`src/rtl/router_pkg.sv`:
```
// Shared router constants and port-direction indices.
// read_en bit positions follow the dir_e ordering.
package router_pkg;

  localparam int DATA_WIDTH = 32;
  localparam int FIFO_DEPTH = 4;
  localparam int NUM_DIRS   = 5;

  typedef enum logic [2:0] {
    DIR_N = 3'd0,
    DIR_E = 3'd1,
    DIR_W = 3'd2,
    DIR_S = 3'd3,
    DIR_L = 3'd4
  } dir_e;

  function automatic logic any_req(
    input logic [NUM_DIRS-1:0] req
  );
    logic hit;
    hit = 1'b0;
    for (int d = int'(DIR_N); d <= int'(DIR_L); d++)
      hit = hit | req[d];
    return hit;
  endfunction

endpackage

```
`src/rtl/rx_fifo_if.sv`:
```
// Upstream handshake plus arbiter read side of the RX FIFO.
// master drives the FIFO, slave is the FIFO itself.
interface rx_fifo_if #(
  parameter int DATA_WIDTH = router_pkg::DATA_WIDTH,
  parameter int DEPTH      = router_pkg::FIFO_DEPTH
);
  import router_pkg::*;

  localparam int CW = $clog2(DEPTH) + 1;

  logic                  DRTS;
  logic [DATA_WIDTH-1:0] RX;
  logic                  CTS;
  logic [NUM_DIRS-1:0]   read_en;
  logic [DATA_WIDTH-1:0] Data_out;
  logic                  empty;
  logic                  full;
  logic [CW-1:0]         count;

  modport master (
    output DRTS, RX, read_en,
    input  CTS, Data_out, empty, full, count
  );

  modport slave (
    input  DRTS, RX, read_en,
    output CTS, Data_out, empty, full, count
  );

endinterface

```
`src/rtl/rx_fifo_mem.sv`:
```
// Flit storage: one synchronous write port, one async read port.
// Contents are intentionally left unreset.
module rx_fifo_mem #(
  parameter int DATA_WIDTH = router_pkg::DATA_WIDTH,
  parameter int DEPTH      = router_pkg::FIFO_DEPTH,
  localparam int AW        = $clog2(DEPTH)
) (
  input  logic                  clk,
  input  logic                  we,
  input  logic [AW-1:0]         waddr,
  input  logic [DATA_WIDTH-1:0] wdata,
  input  logic [AW-1:0]         raddr,
  output logic [DATA_WIDTH-1:0] rdata
);

  logic [DATA_WIDTH-1:0] mem [DEPTH];

  always_ff @(posedge clk) begin
    if (we)
      mem[waddr] <= wdata;
  end

  assign rdata = mem[raddr];

endmodule

```
`src/rtl/rx_fifo.sv`:
```
// Router input FIFO: DRTS/CTS pulse handshake, binary
// wrap-bit pointers, flags and occupancy count.
module rx_fifo #(
  parameter int DATA_WIDTH = router_pkg::DATA_WIDTH,
  parameter int DEPTH      = router_pkg::FIFO_DEPTH
) (
  input  logic      clk,
  input  logic      rst,
  rx_fifo_if.slave  bus
);
  import router_pkg::*;

  localparam int AW = $clog2(DEPTH);
  localparam int PW = AW + 1;

  logic [PW-1:0]         wr_ptr;
  logic [PW-1:0]         rd_ptr;
  logic                  cts;
  logic                  cts_nxt;
  logic                  wr;
  logic                  pop;
  logic                  empty;
  logic                  full;
  logic [DATA_WIDTH-1:0] rdata;

  assign empty = (wr_ptr == rd_ptr);
  assign full  = (wr_ptr[AW-1:0] == rd_ptr[AW-1:0])
              && (wr_ptr[AW] != rd_ptr[AW]);

  // CTS is a one-cycle grant; the write lands on the edge after it.
  always_comb begin
    cts_nxt = 1'b0;
    wr      = 1'b0;
    pop     = 1'b0;
    if (bus.DRTS && !cts && !full)
      cts_nxt = 1'b1;
    if (bus.DRTS && cts)
      wr = 1'b1;
    if (any_req(bus.read_en) && !empty)
      pop = 1'b1;
  end

  always_ff @(posedge clk or negedge rst) begin
    if (!rst) begin
      cts    <= 1'b0;
      wr_ptr <= '0;
      rd_ptr <= '0;
    end else begin
      cts <= cts_nxt;
      if (wr)
        wr_ptr <= wr_ptr + PW'(1);
      if (pop)
        rd_ptr <= rd_ptr + PW'(1);
    end
  end

  rx_fifo_mem #(
    .DATA_WIDTH (DATA_WIDTH),
    .DEPTH      (DEPTH)
  ) u_mem (
    .clk   (clk),
    .we    (wr),
    .waddr (wr_ptr[AW-1:0]),
    .wdata (bus.RX),
    .raddr (rd_ptr[AW-1:0]),
    .rdata (rdata)
  );

  assign bus.CTS      = cts;
  assign bus.empty    = empty;
  assign bus.full     = full;
  assign bus.count    = wr_ptr - rd_ptr;
  assign bus.Data_out = empty ? '0 : rdata;

endmodule

```
`src/flat_wrapper.sv`:
```
// flat-port wrapper written by rule: the top's interface ports become plain ports
module rx_fifo_flat import router_pkg::*;
#(
  parameter int DATA_WIDTH = router_pkg::DATA_WIDTH,
  parameter int DEPTH      = router_pkg::FIFO_DEPTH
)
  (clk, rst, bus_DRTS, bus_RX, bus_read_en, bus_CTS, bus_Data_out, bus_empty, bus_full, bus_count);
  rx_fifo_if #(.DATA_WIDTH(DATA_WIDTH), .DEPTH(DEPTH)) bus_i ();
  input  logic clk;
  input  logic rst;
  input wire logic [$bits(bus_i.DRTS)-1:0] bus_DRTS;
  input wire logic [$bits(bus_i.RX)-1:0] bus_RX;
  input wire logic [$bits(bus_i.read_en)-1:0] bus_read_en;
  output wire logic [$bits(bus_i.CTS)-1:0] bus_CTS;
  output wire logic [$bits(bus_i.Data_out)-1:0] bus_Data_out;
  output wire logic [$bits(bus_i.empty)-1:0] bus_empty;
  output wire logic [$bits(bus_i.full)-1:0] bus_full;
  output wire logic [$bits(bus_i.count)-1:0] bus_count;
  assign bus_i.DRTS = bus_DRTS;
  assign bus_i.RX = bus_RX;
  assign bus_i.read_en = bus_read_en;
  assign bus_CTS = bus_i.CTS;
  assign bus_Data_out = bus_i.Data_out;
  assign bus_empty = bus_i.empty;
  assign bus_full = bus_i.full;
  assign bus_count = bus_i.count;
  rx_fifo #(.DATA_WIDTH(DATA_WIDTH), .DEPTH(DEPTH)) u_core (.clk(clk), .rst(rst), .bus(bus_i));
endmodule
```
`config.mk`:
```
export PLATFORM = sky130hd
export DESIGN_NAME = rx_fifo_flat
export DESIGN_NICKNAME = d
export VERILOG_FILES = /design/src/rtl/router_pkg.sv /design/src/rtl/rx_fifo_if.sv /design/src/rtl/rx_fifo_mem.sv /design/src/rtl/rx_fifo.sv /design/src/flat_wrapper.sv
export SDC_FILE = /design/constraint.sdc
export NUM_CORES = 1
export LEC_CHECK = 0
export ABC_AREA = 1
export BUFFER_PORTS_ARGS = -buffer_cell sky130_fd_sc_hd__clkbuf_2
export CORE_MARGIN = 3
export CORE_UTILIZATION = 50
export CTS_CLUSTER_SIZE = 10
export DETAILED_ROUTE_END_ITERATION = 12
export HOLD_SLACK_MARGIN = 0.06
export PLACE_DENSITY = 0.71
export SYNTH_ARGS = -nofsm -noshare
export SYNTH_HDL_FRONTEND = slang
export SYNTH_SLANG_ARGS = --single-unit
```
`constraint.sdc`:
```
create_clock -name clk -period 5.1 [get_ports clk]
set_input_delay 1.53 -clock clk [delete_from_list [all_inputs] [get_ports clk]]
set_output_delay 1.53 -clock clk [all_outputs]
set_load 0.02 [all_outputs]
```
==> impl_metrics.tcl <==
set metrics [dict create \
    dpl.hpwl_um 6400 \
    m1WireLength_um 4860 \
    ys_seq_elements 135 \
    cts_inserted_buffers 17 \
    fin_nets 658 \
    rsz0062_at_grt "false" \
    cts-root-buf "clkbuf_16" \
    ctsHoldBuffers 0 \
    cts_tree "built" \
    clock_path_buffers 2 \
    clk_pin_slew_worst_paths_ns 0.06 \
    detail_route.vias_per_cell 4.90 \
    cp-end-kind "output port" \
    die-area_sq_mm 0.0129 \
    syn2layout_area_growth_pct 18.3 \
    io_pins 78 \
    tns_ns 0 \
    initial_utilization_pct 52.3 \
    diodes 0 \
    ir_drop_uv 455 \
    drc 0 \
    clock_latency_ns 0.41 \
    clock.fmax_mhz 258 \
    tightest_slew_ns 1.14 \
    hp-class "reg -> reg" \
    synth.distinct_cells 17 \
    final_common_cell "nand2_1" \
    yosysSeqAreaShare_pct 69.3 \
    wl_met2_um 5870 \
    post_synth.cell_area_avg_sq_um 10.8 \
    yosysTopAreaCellShare_pct 66.3 \
    drt_iter0_drc 288 \
    drv_slew 0 \
    clock_skew_ns 0.00687 \
    setup_ws_ns 1.23 \
    wl_um 11500 \
    synthTopCellsByArea "edfxtp_1, nand2_1, inv_1, nand3_1, dfrtp_1" \
    cp-start-kind "flop" \
    h-tree-depth 4 \
    final_cell_mix "nand2_1, edfxtp_1, inv_1, clkbuf_2, nand3_1" \
    drv_cap 0 \
    detail-route-antenna-nets 0 \
    highest_layer "met4" \
    synth_nets 583 \
    cts_setup_buffers 0 \
    ys.warnings.count 0 \
    num_rows 38 \
    grt_max_degree 67 \
    grt_pass1_wl_um 18800 \
    fin_crit_ns 3.87 \
    antenna_found_initial 0 \
    required_ns 3.57 \
    p_leak_nw 3.04 \
    clock_sinks 135 \
    grt_pass1_vias 3788 \
    port_buffers 77 \
    core_area_sq_mm 0.0111 \
    crit_type "reg -> out" \
    setup_violations 0 \
    die_w_um 114 \
    place_congestion 0.787 \
    gr-total-overflow 0 \
    synth_top_cell_by_area "edfxtp_1" \
    synthCells 535 \
    cts.repair.resized 0 \
    drive_gt1_share_pct 19.1 \
    fillers 879 \
    hold_slack_ns 0.524 \
    hold_violations 0 \
    wl_per_cell_um 15.1 \
    track_usage_pct 19.2 \
    syn_area_sq_mm 0.00580 \
    status "finished, final reports clean" \
    power_per_cell_area_mw_per_mm2 643 \
    die_h_um 114 \
    finalCritPeriodShare_pct 76.0 \
    wl_met3_um 653 \
    drt_first_pass_iters 5 \
    path_max_fanout 65 \
    cp.arrival_ns 2.34 \
    slew_headroom_pct 24.1 \
    vias 3737 \
    pre_cts_ws_ns 1.68 \
]
[synthesized netlist by cell type]
master / count
nand2_1: 203
fa_1: 1
buf_6: 7
dfrtp_1: 7
buf_4: 2
ha_1: 7
inv_1: 77
nand3_4: 1
xor2_1: 4
nand2_2: 2
clkbuf_1: 3
edfxtp_1: 128
inv_2: 3
buf_2: 12
a21oi_1: 34
nand3_1: 36
nor2_1: 8
[state kept, by name (all words and copies together), names as in the netlist]
name and cells:
u_core.wr_ptr 3, u_core.bus.CTS 1, u_core.rd_ptr 3, u_core.u_mem.mem 128
[path summary, 6_finish.rpt]
path	startpoint	endpoint	cells past startpoint	slack, ns
setup / recovery	u_core.rd_ptr[0]	bus_Data_out[15]	6	1.23
hold / removal	u_core.bus.CTS	u_core.bus.CTS	3	0.52
setup reg to reg	u_core.wr_ptr[1]	u_core.u_mem.mem[1][30]	4	3.02
hold reg to reg	u_core.bus.CTS	u_core.bus.CTS	3	0.52
max in group asynchronous	rst	u_core.rd_ptr[0]	1	3.94
min in group asynchronous	rst	u_core.bus.CTS	1	0.96
[kinds of logic (layout without fill, tap and decap cells)]
kind of cell | after synthesis | after routing | synth area share (%)
AOI/OAI and AO/OA | 34 | 34 | 2.93
xor gates and xnor gates | 4 | 4 | 0.604
adders and majority gates | 8 | 8 | 1.86
buffers and inverters | 104 | 192 | 8.03
DFF | 135 | 135 | 69.3
and+or+nand+nor | 250 | 250 | 17.3
[worst max-delay path, stage by stage (launching register included)]
cell	delay, ns
dfrtp_2	0.42
inv_2	0.81
nand2_1	0.14
nand2_1	0.14
nand2_1	0.06
a21oi_1	0.15
clkbuf_2	0.20
[layout make-up]
| class | instances | area (sq um) | share of cell area [%] |
|---|---|---|---|
| sequential | 135 | 4020 | 58.6 |
| inverter | 80 | 300 | 4.38 |
| clock inverter | 12 | 178 | 2.59 |
| clock buffer | 20 | 437 | 6.36 |
| timing repair buffer | 80 | 408 | 5.94 |
| tap | 140 | 175 | 2.55 |
| multi-input combinational | 296 | 1350 | 19.6 |
[metal layers]
layer | track usage, % | vias to the layer above
li1 | - | 1870
met1 | 24.1 | 1741
met2 | 32.4 | 113
met3 | 4.62 | 13
met4 | 7.29 | 0
met5 | 0 | -
[report_power, final]
| part | leakage, nW | internal, W | switching, W |
|---|---|---|---|
| clock | 0.288 | 0.000817 | 0.000432 |
| combinational | 1.51 | 0.000507 | 0.00126 |
| sequential | 1.24 | 0.00135 | 0.0000467 |
| total | 3.04 | 0.00268 | 0.00173 |
[metrics by stage]
stage	area, sq um	cells	utilization [%]	total power [W]
floorplan	5800	535	-	0.00271
global placement	6250	731	56.4	0.00317
detailed placement	6250	731	56.4	0.00320
CTS	6860	763	61.9	0.00445
global route	6860	763	61.9	0.00470
finish	6860	763	61.9	0.00441
Note: power is estimated with default switching activity, not from simulation.
